**src/rtl/nasti_lite_mem_writer.sv**
```systemverilog
// nasti_lite_mem_writer: NASTI-Lite AW/W/B slave that turns each lite beat into one memory write.
// Define NASTI_LITE_MEM_WRITER_DECODE_EN to answer DECERR (no write) for addresses at or above ADDR_LIMIT.
module nasti_lite_mem_writer #(
    parameter int     ID_WIDTH   = 1,
    parameter int     ADDR_WIDTH = 8,
    parameter int     DATA_WIDTH = 32,
    parameter int     USER_WIDTH = 1,
    parameter int     RESP_DEPTH = 2,
    parameter longint ADDR_LIMIT = longint'(1) << ADDR_WIDTH
) (
    input  logic                    clk,
    input  logic                    rst,
    input  logic [ID_WIDTH-1:0]     lite_aw_id,
    input  logic [ADDR_WIDTH-1:0]   lite_aw_addr,
    input  logic [2:0]              lite_aw_prot,
    input  logic [3:0]              lite_aw_qos,
    input  logic [3:0]              lite_aw_region,
    input  logic [USER_WIDTH-1:0]   lite_aw_user,
    input  logic                    lite_aw_valid,
    output logic                    lite_aw_ready,
    input  logic [DATA_WIDTH-1:0]   lite_w_data,
    input  logic [DATA_WIDTH/8-1:0] lite_w_strb,
    input  logic [USER_WIDTH-1:0]   lite_w_user,
    input  logic                    lite_w_valid,
    output logic                    lite_w_ready,
    output logic [ID_WIDTH-1:0]     lite_b_id,
    output logic [1:0]              lite_b_resp,
    output logic [USER_WIDTH-1:0]   lite_b_user,
    output logic                    lite_b_valid,
    input  logic                    lite_b_ready,
    output logic                    mem_we,
    output logic [ADDR_WIDTH-1:0]   mem_addr,
    output logic [DATA_WIDTH-1:0]   mem_wdata,
    output logic [DATA_WIDTH/8-1:0] mem_wstrb,
    input  logic                    mem_ready
);
    localparam int SW = DATA_WIDTH / 8;
    localparam int PW = RESP_DEPTH > 1 ? $clog2(RESP_DEPTH) : 1;

    if (!(DATA_WIDTH == 32 || DATA_WIDTH == 64) || USER_WIDTH < 1 || RESP_DEPTH < 1 ||
        (RESP_DEPTH & (RESP_DEPTH - 1)) != 0) begin : g_bad_params
        $fatal(1, "nasti_lite_mem_writer: illegal parameter combination");
    end

    typedef enum logic {IDLE, ISSUE} state_t;

    state_t                  state_q, state_d;
    logic                    aw_held_q, aw_held_d, w_held_q, w_held_d;
    logic [ID_WIDTH-1:0]     aw_id_q, aw_id_d;
    logic [USER_WIDTH-1:0]   w_user_q, w_user_d;
    logic [ADDR_WIDTH-1:0]   mem_addr_q, mem_addr_d;
    logic [DATA_WIDTH-1:0]   mem_wdata_q, mem_wdata_d;
    logic [SW-1:0]           mem_wstrb_q, mem_wstrb_d;
    logic [PW:0]             wr_ptr_q, wr_ptr_d, rd_ptr_q, rd_ptr_d;
    logic [ID_WIDTH-1:0]     bfifo_id [2**PW];
    logic [1:0]              bfifo_resp [2**PW];
    logic [USER_WIDTH-1:0]   bfifo_user [2**PW];
    logic                    aw_hs, w_hs, target, done, decerr, bfifo_empty, bfifo_full;
    logic [1:0]              resp;
    logic                    unused_ok;

`ifdef NASTI_LITE_MEM_WRITER_DECODE_EN
    logic [ADDR_WIDTH-1:0]   aw_addr_q, aw_addr_d;
    assign decerr    = 64'(aw_addr_q) >= 64'(ADDR_LIMIT);
    assign aw_addr_d = aw_hs ? lite_aw_addr : aw_addr_q;
    assign unused_ok = ^{lite_aw_prot, lite_aw_qos, lite_aw_region, lite_aw_user};
`else
    assign decerr    = 1'b0;
    assign unused_ok = ^{lite_aw_prot, lite_aw_qos, lite_aw_region, lite_aw_user, 64'(ADDR_LIMIT)};
`endif

    always_comb begin
        aw_hs       = lite_aw_valid && !aw_held_q;
        w_hs        = lite_w_valid && !w_held_q;
        target      = (mem_wstrb_q != '0) && !decerr;
        done        = (state_q == ISSUE) && (!target || mem_ready);
        resp        = decerr ? 2'b11 : 2'b00;
        aw_held_d   = !done && (aw_held_q || aw_hs);
        w_held_d    = !done && (w_held_q || w_hs);
        aw_id_d     = aw_hs ? lite_aw_id : aw_id_q;
        mem_addr_d  = aw_hs ? (lite_aw_addr & ~ADDR_WIDTH'(SW - 1)) : mem_addr_q;
        mem_wdata_d = w_hs ? lite_w_data : mem_wdata_q;
        mem_wstrb_d = w_hs ? lite_w_strb : mem_wstrb_q;
        w_user_d    = w_hs ? lite_w_user : w_user_q;
        bfifo_empty = wr_ptr_q == rd_ptr_q;
        bfifo_full  = (wr_ptr_q - rd_ptr_q) == (PW + 1)'(RESP_DEPTH);
        wr_ptr_d    = wr_ptr_q + (PW + 1)'(done);
        rd_ptr_d    = rd_ptr_q + (PW + 1)'(!bfifo_empty && lite_b_ready);
        // Issue can start in the same cycle the second half of the beat is accepted.
        state_d     = done ? IDLE :
                      (state_q == IDLE && aw_held_d && w_held_d && !bfifo_full) ? ISSUE : state_q;
    end

    always_ff @(posedge clk) begin
        if (rst) begin
            state_q     <= IDLE;
            aw_held_q   <= 1'b0;
            w_held_q    <= 1'b0;
            aw_id_q     <= '0;
            w_user_q    <= '0;
            mem_addr_q  <= '0;
            mem_wdata_q <= '0;
            mem_wstrb_q <= '0;
            wr_ptr_q    <= '0;
            rd_ptr_q    <= '0;
`ifdef NASTI_LITE_MEM_WRITER_DECODE_EN
            aw_addr_q   <= '0;
`endif
        end else begin
            state_q     <= state_d;
            aw_held_q   <= aw_held_d;
            w_held_q    <= w_held_d;
            aw_id_q     <= aw_id_d;
            w_user_q    <= w_user_d;
            mem_addr_q  <= mem_addr_d;
            mem_wdata_q <= mem_wdata_d;
            mem_wstrb_q <= mem_wstrb_d;
            wr_ptr_q    <= wr_ptr_d;
            rd_ptr_q    <= rd_ptr_d;
`ifdef NASTI_LITE_MEM_WRITER_DECODE_EN
            aw_addr_q   <= aw_addr_d;
`endif
        end
    end

    always_ff @(posedge clk) begin
        if (done) begin
            bfifo_id[wr_ptr_q[PW-1:0]]   <= aw_id_q;
            bfifo_resp[wr_ptr_q[PW-1:0]] <= resp;
            bfifo_user[wr_ptr_q[PW-1:0]] <= w_user_q;
        end
    end

    assign lite_aw_ready = !aw_held_q;
    assign lite_w_ready  = !w_held_q;
    assign lite_b_valid  = !bfifo_empty;
    assign lite_b_id     = bfifo_empty ? '0 : bfifo_id[rd_ptr_q[PW-1:0]];
    assign lite_b_resp   = bfifo_empty ? '0 : bfifo_resp[rd_ptr_q[PW-1:0]];
    assign lite_b_user   = bfifo_empty ? '0 : bfifo_user[rd_ptr_q[PW-1:0]];
    assign mem_we        = (state_q == ISSUE) && target;
    assign mem_addr      = mem_addr_q;
    assign mem_wdata     = mem_wdata_q;
    assign mem_wstrb     = mem_wstrb_q;
endmodule

```
**config.mk**
```make
export PLATFORM = sky130hd
export DESIGN_NAME = nasti_lite_mem_writer
export DESIGN_NICKNAME = d
export VERILOG_FILES = /design/src/rtl/nasti_lite_mem_writer.sv
export SDC_FILE = /design/constraint.sdc
export NUM_CORES = 1
export LEC_CHECK = 0
export CELL_PAD_IN_SITES_DETAIL_PLACEMENT = 1
export CELL_PAD_IN_SITES_GLOBAL_PLACEMENT = 1
export CORE_MARGIN = 2
export CORE_UTILIZATION = 26
export DETAILED_ROUTE_END_ITERATION = 8
export HOLD_SLACK_MARGIN = 0.02
export PLACE_DENSITY_LB_ADDON = 0.12
export SYNTH_ARGS = -nofsm -noshare
export SYNTH_HDL_FRONTEND = slang
export SYNTH_SLANG_ARGS = --single-unit
```
**constraint.sdc**
```tcl
create_clock -name clk -period 1.55 [get_ports clk]
set_input_delay 0.31 -clock clk [delete_from_list [all_inputs] [get_ports clk]]
set_output_delay 0.31 -clock clk [all_outputs]
set_load 0.05 [all_outputs]
```
==> impl.org <==
** Outcome
- The run finished, with violations left.
- Violated checks :: setup timing

** Cells and area
- In the final layout, the multi-input gates occupy 907 µm².
- Relative to the synthesized area, the layout overhead comes to 69.8%.
- Antenna cell count :: 0
- Proportion of layout cells with a drive suffix above 1 :: 29.1%
- For this run, the number of standard cells in the final layout without fillers is between 400 and 500.
- At the end of the flow, the number of nets in the layout was 413.
- The library cell used most frequently in the layout, excluding fill and tap cells, is sky130_fd_sc_hd__nand2_1.
- FILL cells :: just over 900
- In the layout the commonest cells are sky130_fd_sc_hd__nand2_1, sky130_fd_sc_hd__buf_4, sky130_fd_sc_hd__clkdlybuf4s50_1.
- The sequential cells in the finished layout cover a total of ~1200 µm².
- Measured on the finished design, the core utilization comes to 45.3%.

** Setup path
- Data on the critical path is required at its endpoint by roughly 1.2 ns.
- In this design, the stage delay of the slowest critical-path cell is 0.38 ns.
- The worst setup path is captured at a primary output.
- Walking the worst path, the cells encountered are xnor2_4, and2_4, nor2_4, buf_12.
- Slowest cell on the critical path :: sky130_fd_sc_hd__dfxtp_4
- Along the worst path, the maximum fanout reaches 3.
- Data arrival time of the critical path :: 1.28 ns
- Critical Setup Path Class :: reg -> out
- The worst setup path is launched from a flip-flop.

** Timing
- Final slew viol count :: 0
- Clock period minus worst slack :: 1.59 ns
- Worst-case setup margin in the final layout :: -0.0445 ns
- Share of the cycle needed by the critical path after routing :: 103%
- Across the routed clock network, the largest skew measured is approximately 0.01 ns.
- Setup TNS :: -0.115 ns
- Setup violations remaining at the end of the flow were counted as 3.
- Setup repair after global routing could not meet its margin everywhere.
- Static timing analysis puts the maximum clock frequency at roughly 630 MHz.
- Count of endpoints failing hold in the final timing report :: 0

** Placement
- Port Buffers :: 97
- Placer congestion estimate :: roughly 0.71
- Prior to clock tree synthesis, the placed netlist has a worst setup slack of -0.0499 ns.
- After detailed placement, the design holds a cell count of 431.
- Placed wire-length estimate after detailed placement :: about 4100 µm

** Synth
- Register area share after synthesis :: between 50% and 60%
- By area, the combinational part of the netlist is dominated by simple AND/OR/NAND/NOR gates.
- Post-synthesis cell type with the largest combined area :: sky130_fd_sc_hd__dfxtp_1
- Dividing the synthesized area by the synthesized cell count gives 8.73 µm².
- Post-synthesis instance area :: 2050 µm²
- The synthesized netlist devotes 1.83% of its cell area to adder and majority cells.
- The cell count after synthesis came out at 235.
- Number of synthesized register bits :: 55
- The Yosys step of the flow raised 0 warnings.
- Share of async-settable or async-resettable flops after synthesis :: 0%
- Yosys mapped a number of flops with a built-in enable equal to 4.
- Main synth FF type :: sky130_fd_sc_hd__dfxtp_1
- Of the post-synthesis cell area, the part taken by muxes is under 10%.
- Summing the areas of all xor and xnor instances in the mapped netlist gives 1.71% of the synthesized area.
- After synthesis, the largest area contributor takes up 49.8% of total cell area.
- The synthesized netlist devotes around a tenth of its cell area to compound gates.
- The synthesized netlist contains 24 unique library cells.
- Post-synthesis simple-gate area fraction :: 19.6%
- By area the synthesized netlist is led by sky130_fd_sc_hd__dfxtp_1, sky130_fd_sc_hd__nand2_1, sky130_fd_sc_hd__a21oi_1.

** Clock tree
- TritonCTS built the clock tree.
- After clock tree synthesis, the clock-pin slew on the worst setup and hold paths is 0.10 ns.
- Number of buffers on the longest clock path :: 2
- Number of clock buffers inserted by TritonCTS :: 5
- Clock tree synthesis found a total of 55 sinks.
- Count of H-tree levels built during CTS :: 2
- Clock latency on the worst-skew pair, taken at its later pin, is 0.31 ns.
- Clock root buffer :: sky130_fd_sc_hd__clkbuf_8

** Detailed routing
- The first detailed-routing pass ran for 4 iterations.
- Via total after detailed routing :: 1923
- Count of nets left with antenna violations after detail routing :: 0
- Detail-routed net length per standard cell :: around 13 µm
- The final layout contains routed wiring with a total length of 5790 µm.
- Number of design-rule violations left by the first detailed-router iteration :: 28
- For this run, design rule violations remaining after detail routing come to 0.
- Via/cell ratio :: ~4.3

** Global routing
- The via count of the first global-routing pass was 1889.
- Antenna violations before repair :: 0
- Entering global routing, the biggest net connects 29 pins.
- Global-route congestion overflow total :: 0
- Wire length of the first global-routing pass :: 9160 µm
- For this run, the total global-route usage over all layers was measured as between 10% and 20%.

** Power and ir drop
- Part of the total power dissipated in sequential elements :: 42.1%
- Net switching is 32.4% of the power.
- Leakage :: roughly 1.4 nW
- The internal power of the cells totals 2.56 mW.
- Power density over the cells :: 1090 nW/µm²
- Peak supply drop :: 0.000336 V
- Clock network power share :: ~26%
- P_sw :: 1.23 mW
- Combinational share of power :: between 30% and 40%
- Post-layout power :: 3.79 mW

** Die
- Initial core utilization :: 26.7%
- Width of the chip :: a little over 90 µm
- In this run the count of I/O pins placed on the die edge is 116.
- Count of standard-cell rows :: 32
- Die ar. :: 8620 µm²
- From bottom edge to top edge, the die measures 92.8 µm.
- Area of the core :: 7690 µm²

** Flow run
- MaxCap Viol Count :: 0

** Worst hold path
- In this run the worst hold path is classified as in -> reg.
stage by stage:
step	area, µm²	hold WS [ns]
4_1_cts	3400	0.302
6_report	3480	0.307
3_5_place_dp	3170	0.449
3_3_place_gp	3170	0.443
2_1_floorplan	2070	0.425
5_1_grt	3480	0.325
cells in the mapped netlist, types with 2 or more instances:
cell type	number
sky130_fd_sc_hd__dfxtp_1	51
sky130_fd_sc_hd__inv_1	3
sky130_fd_sc_hd__nand2_1	74
sky130_fd_sc_hd__and2_1	2
sky130_fd_sc_hd__nor2b_1	5
sky130_fd_sc_hd__edfxtp_1	4
sky130_fd_sc_hd__ha_1	3
sky130_fd_sc_hd__nor2_1	15
sky130_fd_sc_hd__a21oi_1	37
sky130_fd_sc_hd__mux2i_1	9
sky130_fd_sc_hd__clkbuf_1	5
sky130_fd_sc_hd__buf_4	12
sky130_fd_sc_hd__xnor2_1	4
critical path, delay by kind of cell (launching register included):
family	cells	cell delay (ns)
AND/OR/NAND/NOR	2	0.32
flip-flops	1	0.38
XOR/XNOR	1	0.14
buffers and inverters	1	0.14
state kept, by name, summed over array words and instances (netlist names):
register	count
bfifo_user	2
w_user_q	1
bfifo_id	2
mem_addr	6
mem_wstrb	4
aw_held_q	1
state_q	1
wr_ptr_q	2
aw_id_q	1
mem_wdata	32
w_held_q	1
rd_ptr_q	2
routing by layer:
layer	up-vias	wire length [µm]	GRT usage, %
li1	967	-	-
met1	903	2390	15.7
met2	45	3020	23.9
met3	8	276	2.77
met4	0	106	6.25
met5	-	0	0
cells by family (layout without fill, tap and decap cells):
logic type               after synthesis  after routing
flip-flops                            55             55
adder cells (fa/ha/maj)                3              3
AO/OA/AOI/OAI                         40             40
AND/OR/NAND/NOR                      100            100
buffers and inverters                 23            132
other                                  1              4
XOR/XNOR                               4              4
multiplexers                           9              9
path summary, 6_finish.rpt:
check | start | to | slack [ns] | depth (start not counted)
worst max-delay path | wr_ptr_q[1] | lite_b_user | -0.04 | 4
worst min-delay path | rst | w_held_q | 0.31 | 3
worst max register to register | wr_ptr_q[0] | rd_ptr_q[1] | 0.07 | 7
worst min register to register | mem_wdata[27] | mem_wdata[27] | 0.46 | 2
final cells by class:
cell class	count	share of cell area, %
tap	102	3.66
sequential	55	33.3
clock buffer	5	1.97
inverter	4	0.431
timing repair buffer	120	33.4
clock inverter	3	1.22
multi-input combinational	160	26.0
repair_timing:
item | in CTS | in global routing
hold buffers | 0 | 0
pin swaps | 2 | 5
resized for setup | 20 | 9
endpoints found under the setup margin | 4 | 8
buffers inserted | 5 | 5
cloned | 0 | 0
power by group through the flow:
stage                     clock [mW]  sequential [mW]  combinational (mW)
after floorplan                    0             1.86               0.391
after global placement             0             1.62                1.09
after detailed placement           0             1.62                1.10
after CTS                       1.02             1.60                1.19
after global routing            1.06             1.61                1.30
final                          0.974             1.60                1.22
(Power assumes the default switching activity.)
